===== src/rtl/pacman_mover.sv =====
// pacman_mover: per-tick map probe, wall blocking, tunnel wrap and orb consumption for Pac-Man.
// Shares the map RAM port with the display scanner; map_sel claims it from RD through WRITE.
module pacman_mover #(
    parameter int          START_X      = 10,
    parameter int          START_Y      = 15,
    parameter int          READ_LATENCY = 2,
    parameter logic [8:0]  ORB_TOTAL    = 9'd180
) (
    input  logic        clock_50,
    input  logic        resetn,
    input  logic        step,
    input  logic [3:0]  dir_in,
    input  logic [2:0]  map_q,
    output logic [4:0]  map_x,
    output logic [4:0]  map_y,
    output logic [2:0]  map_data,
    output logic        map_wren,
    output logic        map_sel,
    output logic [4:0]  pac_x,
    output logic [4:0]  pac_y,
    output logic [1:0]  pac_dir,
    output logic [15:0] score,
    output logic [8:0]  orbs_left,
    output logic        level_clear,
    output logic        power_pulse,
    output logic        step_done
);
    typedef enum logic [2:0] {IDLE, RD, WAIT, DECIDE, WRITE, DONE} state_t;

    localparam logic [7:0] WAIT_LOAD = 8'(READ_LATENCY > 1 ? READ_LATENCY - 2 : 0);

    state_t      state;
    logic [1:0]  try_dir;
    logic [1:0]  req_dir;
    logic [7:0]  wait_cnt;
    logic        big_orb;
    logic [9:0]  req_tgt;
    logic [9:0]  pac_tgt;
    logic [16:0] score_sum;

    // Neighbour cell in heading d with wrap at both tunnel edges; returns {x, y}.
    function automatic logic [9:0] target(input logic [1:0] d, input logic [4:0] x, input logic [4:0] y);
        return d == 2'd0 ? {(x == 5'd20 ? 5'd0 : x + 5'd1), y} :
               d == 2'd1 ? {(x == 5'd0 ? 5'd20 : x - 5'd1), y} :
               d == 2'd2 ? {x, (y == 5'd20 ? 5'd0 : y + 5'd1)} :
                           {x, (y == 5'd0 ? 5'd20 : y - 5'd1)};
    endfunction

    assign req_dir     = dir_in[3] ? 2'd3 : dir_in[2] ? 2'd2 : dir_in[1] ? 2'd1 : dir_in[0] ? 2'd0 : pac_dir;
    assign req_tgt     = target(req_dir, pac_x, pac_y);
    assign pac_tgt     = target(pac_dir, pac_x, pac_y);
    assign score_sum   = {1'b0, score} + (big_orb ? 17'd50 : 17'd10);
    assign map_data    = 3'b000;
    assign level_clear = orbs_left == 9'd0;

    always_ff @(posedge clock_50 or negedge resetn) begin
        if (!resetn) begin
            state       <= IDLE;
            try_dir     <= 2'd1;
            wait_cnt    <= 8'd0;
            big_orb     <= 1'b0;
            map_x       <= 5'd0;
            map_y       <= 5'd0;
            map_wren    <= 1'b0;
            map_sel     <= 1'b0;
            pac_x       <= 5'(START_X);
            pac_y       <= 5'(START_Y);
            pac_dir     <= 2'd1;
            score       <= 16'd0;
            orbs_left   <= ORB_TOTAL;
            power_pulse <= 1'b0;
            step_done   <= 1'b0;
        end else begin
            map_wren    <= 1'b0;
            power_pulse <= 1'b0;
            step_done   <= 1'b0;
            case (state)
                IDLE: if (step) begin
                    try_dir        <= req_dir;
                    {map_x, map_y} <= req_tgt;
                    map_sel        <= 1'b1;
                    state          <= RD;
                end
                RD: begin
                    wait_cnt <= WAIT_LOAD;
                    state    <= READ_LATENCY > 1 ? WAIT : DECIDE;
                end
                WAIT: begin
                    wait_cnt <= wait_cnt - 8'd1;
                    if (wait_cnt == 8'd0) state <= DECIDE;
                end
                DECIDE: if (map_q <= 3'd2) begin
                    // map_x/map_y still hold the probed cell, which becomes the new position
                    pac_x   <= map_x;
                    pac_y   <= map_y;
                    pac_dir <= try_dir;
                    big_orb <= map_q == 3'd1;
                    if (map_q != 3'd0) begin
                        map_wren    <= 1'b1;
                        power_pulse <= map_q == 3'd1;
                        state       <= WRITE;
                    end else begin
                        map_sel   <= 1'b0;
                        step_done <= 1'b1;
                        state     <= DONE;
                    end
                end else if (try_dir != pac_dir) begin
                    try_dir        <= pac_dir;
                    {map_x, map_y} <= pac_tgt;
                    state          <= RD;
                end else begin
                    map_sel   <= 1'b0;
                    step_done <= 1'b1;
                    state     <= DONE;
                end
                WRITE: begin
                    score     <= score_sum[16] ? 16'hFFFF : score_sum[15:0];
                    orbs_left <= orbs_left - 9'(orbs_left != 9'd0);
                    map_sel   <= 1'b0;
                    step_done <= 1'b1;
                    state     <= DONE;
                end
                DONE: state <= IDLE;
                default: state <= IDLE;
            endcase
        end
    end
endmodule


===== config.mk =====
export PLATFORM = sky130hd
export DESIGN_NAME = pacman_mover
export DESIGN_NICKNAME = d
export VERILOG_FILES = /design/src/rtl/pacman_mover.sv
export SDC_FILE = /design/constraint.sdc
export NUM_CORES = 1
export LEC_CHECK = 0
export ABC_AREA = 1
export CAP_MARGIN = 40
export CORE_ASPECT_RATIO = 1.25
export CORE_MARGIN = 5
export CORE_UTILIZATION = 40
export CTS_CLUSTER_DIAMETER = 200
export DETAILED_ROUTE_END_ITERATION = 6
export MAX_ROUTING_LAYER = met4
export PLACE_DENSITY = 0.74
export SLEW_MARGIN = 30
export SYNTH_ARGS = -nofsm -noshare
export SYNTH_HDL_FRONTEND = slang
export SYNTH_SLANG_ARGS = --single-unit

===== constraint.sdc =====
create_clock -name clock_50 -period 1.91 [get_ports clock_50]
set_input_delay 0.191 -clock clock_50 [delete_from_list [all_inputs] [get_ports clock_50]]
set_output_delay 0.191 -clock clock_50 [all_outputs]
set_load 0.03 [all_outputs]

==> results_dict.tcl <==
set metrics [dict create \
    overflow 0 \
    worst_pin_slew_ns 0.5818 \
    final-setup-viol-count 0 \
    synth_area_sq_um 4024 \
    io_buffers 61 \
    rsz0062_at_grt "yes" \
    synthCells 548 \
    slew_headroom_pct 61.22 \
    initial_core_util_pct 40.43 \
    cts-buffers-inserted 9 \
    maxSlewViolCount 0 \
    worstSetupPathType "flop to flop" \
    fmax_mhz 541.0 \
    holdCritPathClass "input port to asynchronous set/reset pin" \
    fin_util_pct 51.85 \
    critPathRequiredTime_ns 2.12 \
    worst-path-buf-inv 2 \
    min_period_ns 1.848 \
    max-clock-path-buffers 2 \
    p_leak_nw 2.507 \
    detail-route-antenna-nets 0 \
    synth.largest_area_cell "dfrtp_1" \
    synth_top_area_share_pct 32.96 \
    hold_violations 0 \
    grt_max_degree 26 \
    wl_per_cell_um 13.16 \
    dieArea_sq_um 12180 \
    fin_crit_sh_pct 96.78 \
    synth_warnings 0 \
    area_delta_synth_final_pct 28.23 \
    dp_cells 740 \
    async_reset_ff_share_pct 100.0 \
    cp.arrival_ns 2.06 \
    start_kind "flop" \
    antennaDiodeCount 0 \
    ir_worst_vdd_uv 856.6 \
    crit_slowest_cell "dfstp_2" \
    synthTopCellsByArea "dfrtp_1, nand2_1, dfstp_2" \
    synth_edf_count 0 \
    fillCellCount 943 \
    via_count 3804 \
    pin_count 65 \
    viasPerCell 5.018 \
    cp_max_fo 3 \
    antenna_found_initial 0 \
    cp_common_cell "inv_1" \
    worstReg2RegStart "orbs_left[5]" \
    synth.most_common_cell "nand2_1" \
    synth.cells.most_frequent "nand2_1, inv_1, dfrtp_1, nand3_1, nor2_1" \
    ys.flop_type "dfrtp_1" \
    grt_pass1_vias 3813 \
    drc 0 \
    maxCapViolations 0 \
    gp_congestion 0.9438 \
    synth.avg_cell_area_sq_um 7.343 \
    crit_path_end_kind "flop" \
    grt_pass1_wl_um 16680 \
    htreeDepth 3 \
    globalRouteTotalUtil_pct 17.42 \
    core_area_sq_um 9952 \
    drive_gt1_share_pct 10.81 \
    first_iter_violations 136 \
    clock-root-buffer "clkbuf_16" \
    crit_chain "inv_1 -> nand3_1 -> inv_1 -> nand4_1 -> ha_2 -> ha_1 -> nand2_2 -> nor3_4 -> nand3b_1 -> xor2_1" \
    die_w_um 99.71 \
    cts_tree "built" \
    wl_um 9979 \
    skew_ns 0.006024 \
    slowest_delay_ns 0.55 \
    hold_slack_ns 0.3882 \
    die_y_um 122.1 \
    p_per_area_nw_per_um2 1719 \
    cp-startpoint "orbs_left[5]" \
    clkLatencyLatePin_ns 0.33 \
    synth-seq-area-share_pct 40.80 \
    outcome "finished clean" \
    dr.pass1.iters 5 \
    fin_cells 758 \
    critPathTopFamily "simple AND/OR/NAND/NOR gates" \
    final_net_count 649 \
    clkTransAtPathRegs_ns 0.05 \
    setup-tns-final_ns 0 \
    dp_hpwl_um 7566 \
    synth.ff_latch_count 65 \
    synth.distinct_cells 40 \
    cts_num_sinks 65 \
    row_count 41 \
]
layout by cell type, fill, tap and decap left out, drive strengths merged, types with 2 or more instances in the layout:
master / netlist / layout
nand2: 151 / 151
inv: 79 / 79
clkdlybuf4s50: 0 / 58
nand3: 56 / 56
dfrtp: 53 / 53
nor2: 50 / 50
o21ai: 41 / 41
a21oi: 19 / 19
buf: 9 / 15
ha: 14 / 14
xor2: 12 / 12
dfstp: 12 / 12
nor3: 11 / 11
clkbuf: 3 / 11
nand4: 9 / 9
xnor2: 9 / 9
clkinv: 1 / 5
o22ai: 4 / 4
nand3b: 3 / 3
conb: 1 / 3
a31oi: 2 / 2
or2: 2 / 2
nor3b: 2 / 2
logic make-up (layout without fill, tap and decap cells):
| family | count (synthesis) | after routing | synth area share [%] |
|---|---|---|---|
| other | 1 | 3 | 0.09319 |
| AO/OA/AOI/OAI | 70 | 70 | 9.422 |
| buffers and inverters | 92 | 171 | 9.390 |
| AND/OR/NAND/NOR | 285 | 285 | 31.37 |
| XOR/XNOR | 21 | 21 | 4.571 |
| adder cells (fa/ha/maj) | 14 | 14 | 4.353 |
| flip-flops | 65 | 65 | 40.80 |
state kept, by name (all words and copies together), names as in the netlist:
signal and count:
map_y 5, pac_x 5, pac_y 5, big_orb 1
try_dir 2, step_done 1, power_pulse 1, map_wren 1
wait_cnt 8, state 3, orbs_left 9, pac_dir 2
map_sel 1, score 16, map_x 5
routing by layer:
metal  track usage [%]  wire length [um]  up-vias
li1                  -                 -     1907
met1             18.78              4054     1766
met2             30.22              5076      106
met3             4.353               590       25
met4             7.515               257        0
met5                 -                 0        -
area by class of cell:
type,instances,area [sq um],share of cell area [%]
Sequential cell,65,1642,31.81
Clock buffer,11,242.7,4.704
Timing Repair Buffer,76,759.5,14.72
Inverter,80,301.5,5.844
Multi-Input combinational cell,393,2033,39.40
Tap cell,129,161.4,3.128
Clock inverter,4,20.02,0.3880
path summary, 6_finish.rpt:
path | endpoint | slack [ns] | cells after the start
setup reg to reg | orbs_left[6] | 0.06 | 10
min in group clock_50 | score[0] | 0.47 | 2
hold reg to reg | score[0] | 0.47 | 2
hold / removal | map_y[4] | 0.39 | 2
max in group asynchronous | orbs_left[7] | 0.91 | 3
setup / recovery | orbs_left[6] | 0.06 | 10
metrics by stage:
| step | worst slack (ns) | instance area (sq um) | power (mW) |
|---|---|---|---|
| 2_1_floorplan | 0.08423 | 4031 | 5.839 |
| 3_3_place_gp | 0.1105 | 4850 | 7.314 |
| 3_5_place_dp | 0.07046 | 4850 | 7.404 |
| 4_1_cts | 0.009391 | 5121 | 8.916 |
| 5_1_grt | -0.05691 | 5160 | 9.606 |
| 6_report | 0.06151 | 5160 | 8.871 |
where the power goes:
group          leakage [nW]  internal [mW]  switching, mW  total, mW
Clock                 0.135          0.895          0.571       1.47
Combinational          1.57           1.88           3.06       4.94
Sequential            0.802           1.93          0.540       2.47
Total                  2.51           4.70           4.17       8.87
timing repair:
item	4_1_cts	5_1_grt
gates resized for setup	1	9
cloned	0	0
hold buffers	1	0
setup endpoints to repair	1	6
buffers inserted	0	2
pin swaps	0	5
hold endpoints to repair	12	0
No activity file was read; power rests on OpenSTA's default activity.
